**config.mk**
```make
export PLATFORM = sky130hd
export DESIGN_NAME = demux1_4_stream
export DESIGN_NICKNAME = d
export VERILOG_FILES = /design/src/rtl/demux1_4_stream_pkg.sv /design/src/rtl/demux1_4_stream_dec2_4.sv /design/src/rtl/demux1_4_stream.sv
export SDC_FILE = /design/constraint.sdc
export NUM_CORES = 1
export LEC_CHECK = 0
export BUFFER_PORTS_ARGS = -buffer_cell sky130_fd_sc_hd__buf_2
export CAP_MARGIN = 20
export CORE_UTILIZATION = 49
export DETAILED_ROUTE_END_ITERATION = 10
export PLACE_DENSITY = 0.88
export SYNTH_ARGS = -nofsm -noshare
export SYNTH_HDL_FRONTEND = slang
export SYNTH_SLANG_ARGS = --single-unit
```
**constraint.sdc**
```tcl
create_clock -name clk -period 2.6 [get_ports clk]
set_input_delay 0.65 -clock clk [delete_from_list [all_inputs] [get_ports clk]]
set_output_delay 0.65 -clock clk [all_outputs]
set_load 0.1 [all_outputs]
```
**src/rtl/demux1_4_stream_pkg.sv**
```systemverilog
// Shared constants for the 1:4 stream demultiplexer: output count, select width
// and the slot index encoding.
package demux1_4_stream_pkg;

  localparam int NUM_OUT = 4;
  localparam int SEL_W   = 2;

  localparam logic [SEL_W-1:0] SLOT_0 = 2'd0;
  localparam logic [SEL_W-1:0] SLOT_1 = 2'd1;
  localparam logic [SEL_W-1:0] SLOT_2 = 2'd2;
  localparam logic [SEL_W-1:0] SLOT_3 = 2'd3;

endpackage

```
**src/rtl/demux1_4_stream_dec2_4.sv**
```systemverilog
// Gate-level 2-to-4 one-hot decoder; mirror image of the 4:1 selection mux.
module dec2_4
  import demux1_4_stream_pkg::*;
(
  input  logic               select1,
  input  logic               select0,
  output logic [NUM_OUT-1:0] dec
);

  wire select1_n;
  wire select0_n;

  not u_not1 (select1_n, select1);
  not u_not0 (select0_n, select0);

  and u_and0 (dec[0], select1_n, select0_n);
  and u_and1 (dec[1], select1_n, select0);
  and u_and2 (dec[2], select1,   select0_n);
  and u_and3 (dec[3], select1,   select0);

endmodule

```
**src/rtl/demux1_4_stream.sv**
```systemverilog
// 1:4 stream demultiplexer: one input beat is steered by {select1, select0} into
// one of four one-entry holding slots, each with its own valid/ready handshake.
module demux1_4_stream
  import demux1_4_stream_pkg::*;
#(
  parameter int WIDTH = 32,
  parameter int CNT_W = 8
) (
  input  logic                     clk,
  input  logic                     reset,
  input  logic [WIDTH-1:0]         in_data,
  input  logic                     in_valid,
  output logic                     in_ready,
  input  logic                     select1,
  input  logic                     select0,
  output logic [NUM_OUT*WIDTH-1:0] out_data,
  output logic [NUM_OUT-1:0]       out_valid,
  input  logic [NUM_OUT-1:0]       out_ready,
  output logic [CNT_W-1:0]         accept_cnt
);

  logic [NUM_OUT-1:0]       dec;
  logic [SEL_W-1:0]         sel;
  logic                     acc;
  logic [NUM_OUT-1:0]       drn;

  logic [NUM_OUT*WIDTH-1:0] out_data_d,   out_data_q;
  logic [NUM_OUT-1:0]       out_valid_d,  out_valid_q;
  logic [CNT_W-1:0]         accept_cnt_d, accept_cnt_q;

  dec2_4 u_dec2_4 (
    .select1 (select1),
    .select0 (select0),
    .dec     (dec)
  );

  assign sel      = {select1, select0};
  // Readiness looks only at the selected slot; a full slot being drained this cycle can refill.
  assign in_ready = !out_valid_q[sel] | out_ready[sel];
  assign acc      = in_valid & in_ready;
  assign drn      = out_valid_q & out_ready;

  // Next-state for the slots and the accepted-beat counter.
  always_comb begin
    out_data_d   = out_data_q;
    out_valid_d  = out_valid_q;
    for (int k = 0; k < NUM_OUT; k++) begin
      if (acc && dec[k]) begin
        out_data_d[k*WIDTH +: WIDTH] = in_data;
        out_valid_d[k]               = 1'b1;
      end else if (drn[k]) begin
        out_valid_d[k]               = 1'b0;
      end else begin
        out_valid_d[k]               = out_valid_q[k];
      end
    end
    if (acc) begin
      accept_cnt_d = accept_cnt_q + CNT_W'(1);
    end else begin
      accept_cnt_d = accept_cnt_q;
    end
  end

  // State registers with synchronous reset; reset wins over a same-cycle accept.
  always_ff @(posedge clk) begin
    if (reset) begin
      out_data_q   <= {(NUM_OUT*WIDTH){1'b0}};
      out_valid_q  <= {NUM_OUT{1'b0}};
      accept_cnt_q <= {CNT_W{1'b0}};
    end else begin
      out_data_q   <= out_data_d;
      out_valid_q  <= out_valid_d;
      accept_cnt_q <= accept_cnt_d;
    end
  end

  assign out_data   = out_data_q;
  assign out_valid  = out_valid_q;
  assign accept_cnt = accept_cnt_q;

endmodule

```
# ---- Yosys cells after proc, flatten, opt, wreduce, memory -nomap -nowiden
# Index checks and enable logic that the tools add are counted.
dict set report totals {
  reg_bits 140
  latch_bits 0
  ramBits 0
  rom_bits 0
  in_bits 41
  output_inout_bits 141
  elab_cells 41
  memories 0
}
dict set report op_classes {
  addsub 1
  n_mul 0
  div 0
  order_cmp 1
  eq_ne 0
  shift 0
  mux 12
  bitwise_logic 9
  n_reduce_logical 9
}
# operator n
set ops {}
lappend ops {{$mux 1} 10}
lappend ops {{$add 8x1->8 const B} 1}
lappend ops {{$reduce_bool 2->1} 4}
lappend ops {{$and 1x1->1} 5}
lappend ops {{$and 4x4->4} 1}
lappend ops {{$bmux 1 s2} 2}
lappend ops {{$logic_and 1x1->1} 4}
lappend ops {{$lt 2x3->1 const B} 1}
lappend ops {{$not 1->1} 2}
lappend ops {{$logic_not 1->1} 1}
lappend ops {{$or 1x1->1} 1}

# ---- Longest topological paths before layout
dict set report logic_depth {
  word_depth 7
  depth_mapped 7
  ltp_nobuf 5
}

# ---- Hierarchy
# From an unflattened synthesis, not the netlist that was laid out.
dict set report hier_totals {
  cells_unflattened 523
  hier_area_um2 5706.7
}
# mod instances cells_per_inst area_per_inst_um2 seq_area_each_um2
set by_module_without_submodules {}
lappend by_module_without_submodules {demux1_4_stream 1 519 5680.4 2802.7}
lappend by_module_without_submodules {dec2_4 1 4 26.3 0.0}

# ---- Worst setup path after synthesis
# No wires, ideal clock.
dict set report synth_path {
  path_type {reg2out}
  startpoint {reg out_valid_q[1] (netlist: out_valid[1])}
  endpoint {out in_ready}
  arrival_time_ns 2.220
  required_time_ns 1.950
  slack_ns -0.270
  stages_incl_launch_ff 5
  path_buffers 1
  path_cell_list {dfxtp_1 -> nor2b_1 -> mux4_2 -> buf_2 -> inv_1}
}
dict set report synth_between {
  elab_chain_len 4
}
# item line_no
set synth_rtl {}
lappend synth_rtl {{start, declared} demux1_4_stream.sv:28} ;# logic [NUM_OUT-1:0] out_valid_d, out_valid_q;
lappend synth_rtl {{start signal, assigned} demux1_4_stream.sv:68} ;# out_valid_q <= {NUM_OUT{1'b0}};
lappend synth_rtl {{start signal, assigned} demux1_4_stream.sv:72} ;# out_valid_q <= out_valid_d;
lappend synth_rtl {{$bmux 1 s2} demux1_4_stream.sv:39} ;# assign in_ready = !out_valid_q[sel] | out_ready[sel];
lappend synth_rtl {{$mux 1 (not written as such)} demux1_4_stream.sv:39}
lappend synth_rtl {{$logic_not 1->1} demux1_4_stream.sv:39}
lappend synth_rtl {{$or 1x1->1} demux1_4_stream.sv:39}
lappend synth_rtl {{end, declared} demux1_4_stream.sv:13} ;# output logic in_ready,
# Every way passes these cells. The select of a mux whose other input is x is not followed.

# ---- Final worst setup path
# Same ends and word-level chain as after synthesis.

==> parameters.txt <==
Parameter                              Value

Status
  Run status ... finished clean

Clock tree
  Hold Buf Count CTS ... 0
  Clock transition at the registers of the reported paths ... 0.06 ns
  Post-CTS Setup Bufs ... 0
  Clock root buffer ... sky130_fd_sc_hd__clkbuf_8
  Clock latency reported for the late side of the worst-skew pair ... 0.51 ns
  H-tree depth reported by CTS ... 4
  Clock Tree Buf Depth ... 2
  Number of clock buffers inserted by TritonCTS ... 17
  Sink Count ... 140
  Total of cells resized after clock tree synthesis ... 0
  TritonCTS clock tree ... yes

Synth
  Simple-Gate Fraction of Synth Area ... 0.238
  Portion of the post-synthesis area used by sequential elements ... 0.567
  Combinational family with the most area after synthesis ... simple AND/OR/NAND/NOR gates
  Yosys warning total ... 0
  Synthesis-stage register bit count ... 140
  Area share of the largest cell type after synthesis ... 0.567
  Syn nets ... 672
  Average cell area after synthesis ... 7.85 µm²
  Number of distinct library cell variants in the gate-level netlist after synthesis ... 21
  Complex-gate fraction of the synthesized area ... 0.150
  Synthesized-area fraction occupied by adder cells ... 0.00253
  Largest cells by area after synthesis ... sky130_fd_sc_hd__dfxtp_1, sky130_fd_sc_hd__nand2_1, sky130_fd_sc_hd__a21oi_1
  Largest area contributor in the synthesized netlist ... sky130_fd_sc_hd__dfxtp_1
  Proportion of synthesized area in mux cells ... 0.00455
  Cell Area, Synth ... 4950 µm²
  Xor/xnor share of the synthesized area ... 0
  Post-Synthesis Cells ... 630

Power and ir drop
  Internal Dissipation ... 3.85 mW
  Sequential cell fraction of total power ... 0.408
  Switching part of the total power ... 0.303
  Cell Pwr Density ... 838 nW/µm²
  IR drop worst, VDD ... 0.000517 V
  Part of the power in the clock network ... 0.437
  Total Power Consumption ... 5.52 mW
  Combinational fraction of design power ... 0.155
  Leak pwr ... 2.87 nW
  Net Switching ... 1.67 mW

Final layout
  Post-route cell area ... 6590 µm²
  Post-layout utilization of the core ... 0.674
  Cell Count, Final, Fillers Out ... 943
  Antenna fix cells ... 0
  Share of cells above drive strength 1 ... 0.288
  NumNets Final ... 839
  Area Overhead vs Synth ... 33.1%

Detailed routing
  Vias post-DR ... 4817
  Via density per instance ... 5.11
  Number of iterations in the first detailed-routing pass ... 5
  Wire length reported by the detailed router ... 13600 µm
  DR iter-0 viols ... 225
  Count of antenna-violating nets left after detailed routing ... 0
  Number of DRC violations after detailed routing ... 0
  Drt wl/cell ... 14.4 µm

Timing
  Worst-margin pin slew ... 0.759 ns
  Final critical-path setup slack ... 0.152 ns
  Worst slew margin relative to its limit ... 0.494
  Final slew viol count ... 0
  Final setup skew ... 0.0110 ns
  RSZ-0062 raised after global routing ... false
  Fmax ... 0.409 GHz
  Number of hold violations in the final report ... 0
  Final min period ... 2.45 ns
  Setup tns final ... 0 ns
  Period Utilization, post-route ... 0.941
  Total of endpoints with negative setup slack in the final report ... 0
  Final hold slack ... 0.410 ns

Floorplan
  Horiz. Die Dim ... 102 µm
  Initial Utilization ... 0.506
  Top-level port count ... 182
  Standard-cell rows ... 36
  Die Footprint ... 10500 µm²
  Core box area ... 9770 µm²
  Floorplan die height ... 102 µm

Global route
  Number of global-route vias before repair ... 4357
  Overflow after GRT ... 0
  Overall track demand over capacity in global routing ... 0.263
  Initial antenna violation count ... 0
  Maximum number of pins on one net before global-route repair ... 73
  Global-route wire length before repair ... 21200 µm

Worst setup path
  Largest driver fanout on the critical path ... 3
  Setup slack on the worst flop-to-flop path ... 0.67 ns
  Data arrival time at the worst-slack endpoint ... 1.80 ns
  Crit path launch type ... flop
  Classification of the worst setup path ... reg2out
  Required time of the critical path ... 1.95 ns
  Setup crit end kind ... output pin

Placed design
  Weighted congestion at the end of routability-driven global placement ... 0.810
  Total instance count after detailed placement ... 911
  Standard cell area after detailed placement ... 5990 µm²
  Final HPWL from detailed placement ... 8820 µm
  Buffers on Ports ... 181
  Pre-CTS setup slack ... 0.264 ns

Min path
  Hold crit path type ... in2reg

Job
  Max-cap check violation count ... 0
## power by group through the flow
| stage | sequential (mW) | combinational [mW] | clock [mW] |
|---|---|---|---|
| floorplan | 2.80 | 0.167 | 0 |
| global placement | 2.29 | 0.846 | 0 |
| detailed placement | 2.30 | 0.851 | 0 |
| CTS | 2.25 | 0.853 | 2.46 |
| global route | 2.26 | 0.892 | 2.55 |
| finish | 2.25 | 0.853 | 2.41 |
## path summary, 6_finish.rpt
check                     start            end  depth (start not counted)
setup / recovery   out_valid[1]       in_ready                          4
hold / removal       in_data[9]  out_data[105]                          3
setup reg to reg   out_valid[1]  accept_cnt[6]                          5
hold reg to reg   out_data[120]  out_data[120]                          2
## final cells by class
type | count | area, µm²
Timing Repair Buffer | 194 | 1030
Inverter | 2 | 11.3
Clock inverter | 12 | 163
Tap cell | 133 | 166
Clock buffer | 20 | 435
Sequential cell | 140 | 2810
Fill cell | 848 | 3190
Multi-Input combinational cell | 442 | 1970
## critical path, stage by stage (launching register included)
cell,delay (ns)
sky130_fd_sc_hd__dfxtp_2,0.32
sky130_fd_sc_hd__nor2b_1,0.17
sky130_fd_sc_hd__mux4_2,0.52
sky130_fd_sc_hd__clkinvlp_4,0.12
sky130_fd_sc_hd__buf_12,0.17
## cells by family after synthesis
family          count (synthesis)
buf+inv                        48
fa+ha+maj                       1
mux                             1
compound gates                147
simple gates                  293
flops                         140
## cells in the mapped netlist
cell type,n
sky130_fd_sc_hd__a21oi_1,139
sky130_fd_sc_hd__and3_1,2
sky130_fd_sc_hd__buf_2,2
sky130_fd_sc_hd__buf_6,1
sky130_fd_sc_hd__clkbuf_1,43
sky130_fd_sc_hd__dfxtp_1,140
sky130_fd_sc_hd__ha_1,1
sky130_fd_sc_hd__inv_1,2
sky130_fd_sc_hd__mux4_2,1
sky130_fd_sc_hd__nand2_1,260
sky130_fd_sc_hd__nand2b_1,7
sky130_fd_sc_hd__nand3_1,4
sky130_fd_sc_hd__nand4_1,2
sky130_fd_sc_hd__nor2_1,1
sky130_fd_sc_hd__nor2b_1,5
sky130_fd_sc_hd__nor3_1,2
sky130_fd_sc_hd__nor3b_1,1
sky130_fd_sc_hd__o21ai_0,6
sky130_fd_sc_hd__o31ai_1,2
sky130_fd_sc_hd__or3_1,6
sky130_fd_sc_hd__or4_1,3
## flip-flops by register name, summed over array words and instances, names as in the netlist
register and count:
out_data 128, out_valid 4, accept_cnt 8
## placed cells by master (no fill, tap or decap), drive strengths merged, types with 5 or more instances in the layout
master,n
nand2,260
buf,194
dfxtp,140
a21oi,139
clkbuf,20
nand2b,7
or3,6
o21ai,6
nor2b,5
## routing by layer
metal / up-vias / track usage / share of wire
li1: 2382 / - / -
met1: 2223 / 0.306 / 0.41
met2: 194 / 0.464 / 0.50
met3: 18 / 0.0636 / 0.072
met4: 0 / 0.105 / 0.016
met5: - / 0 / 0
No activity file was read; power rests on OpenSTA's default activity.
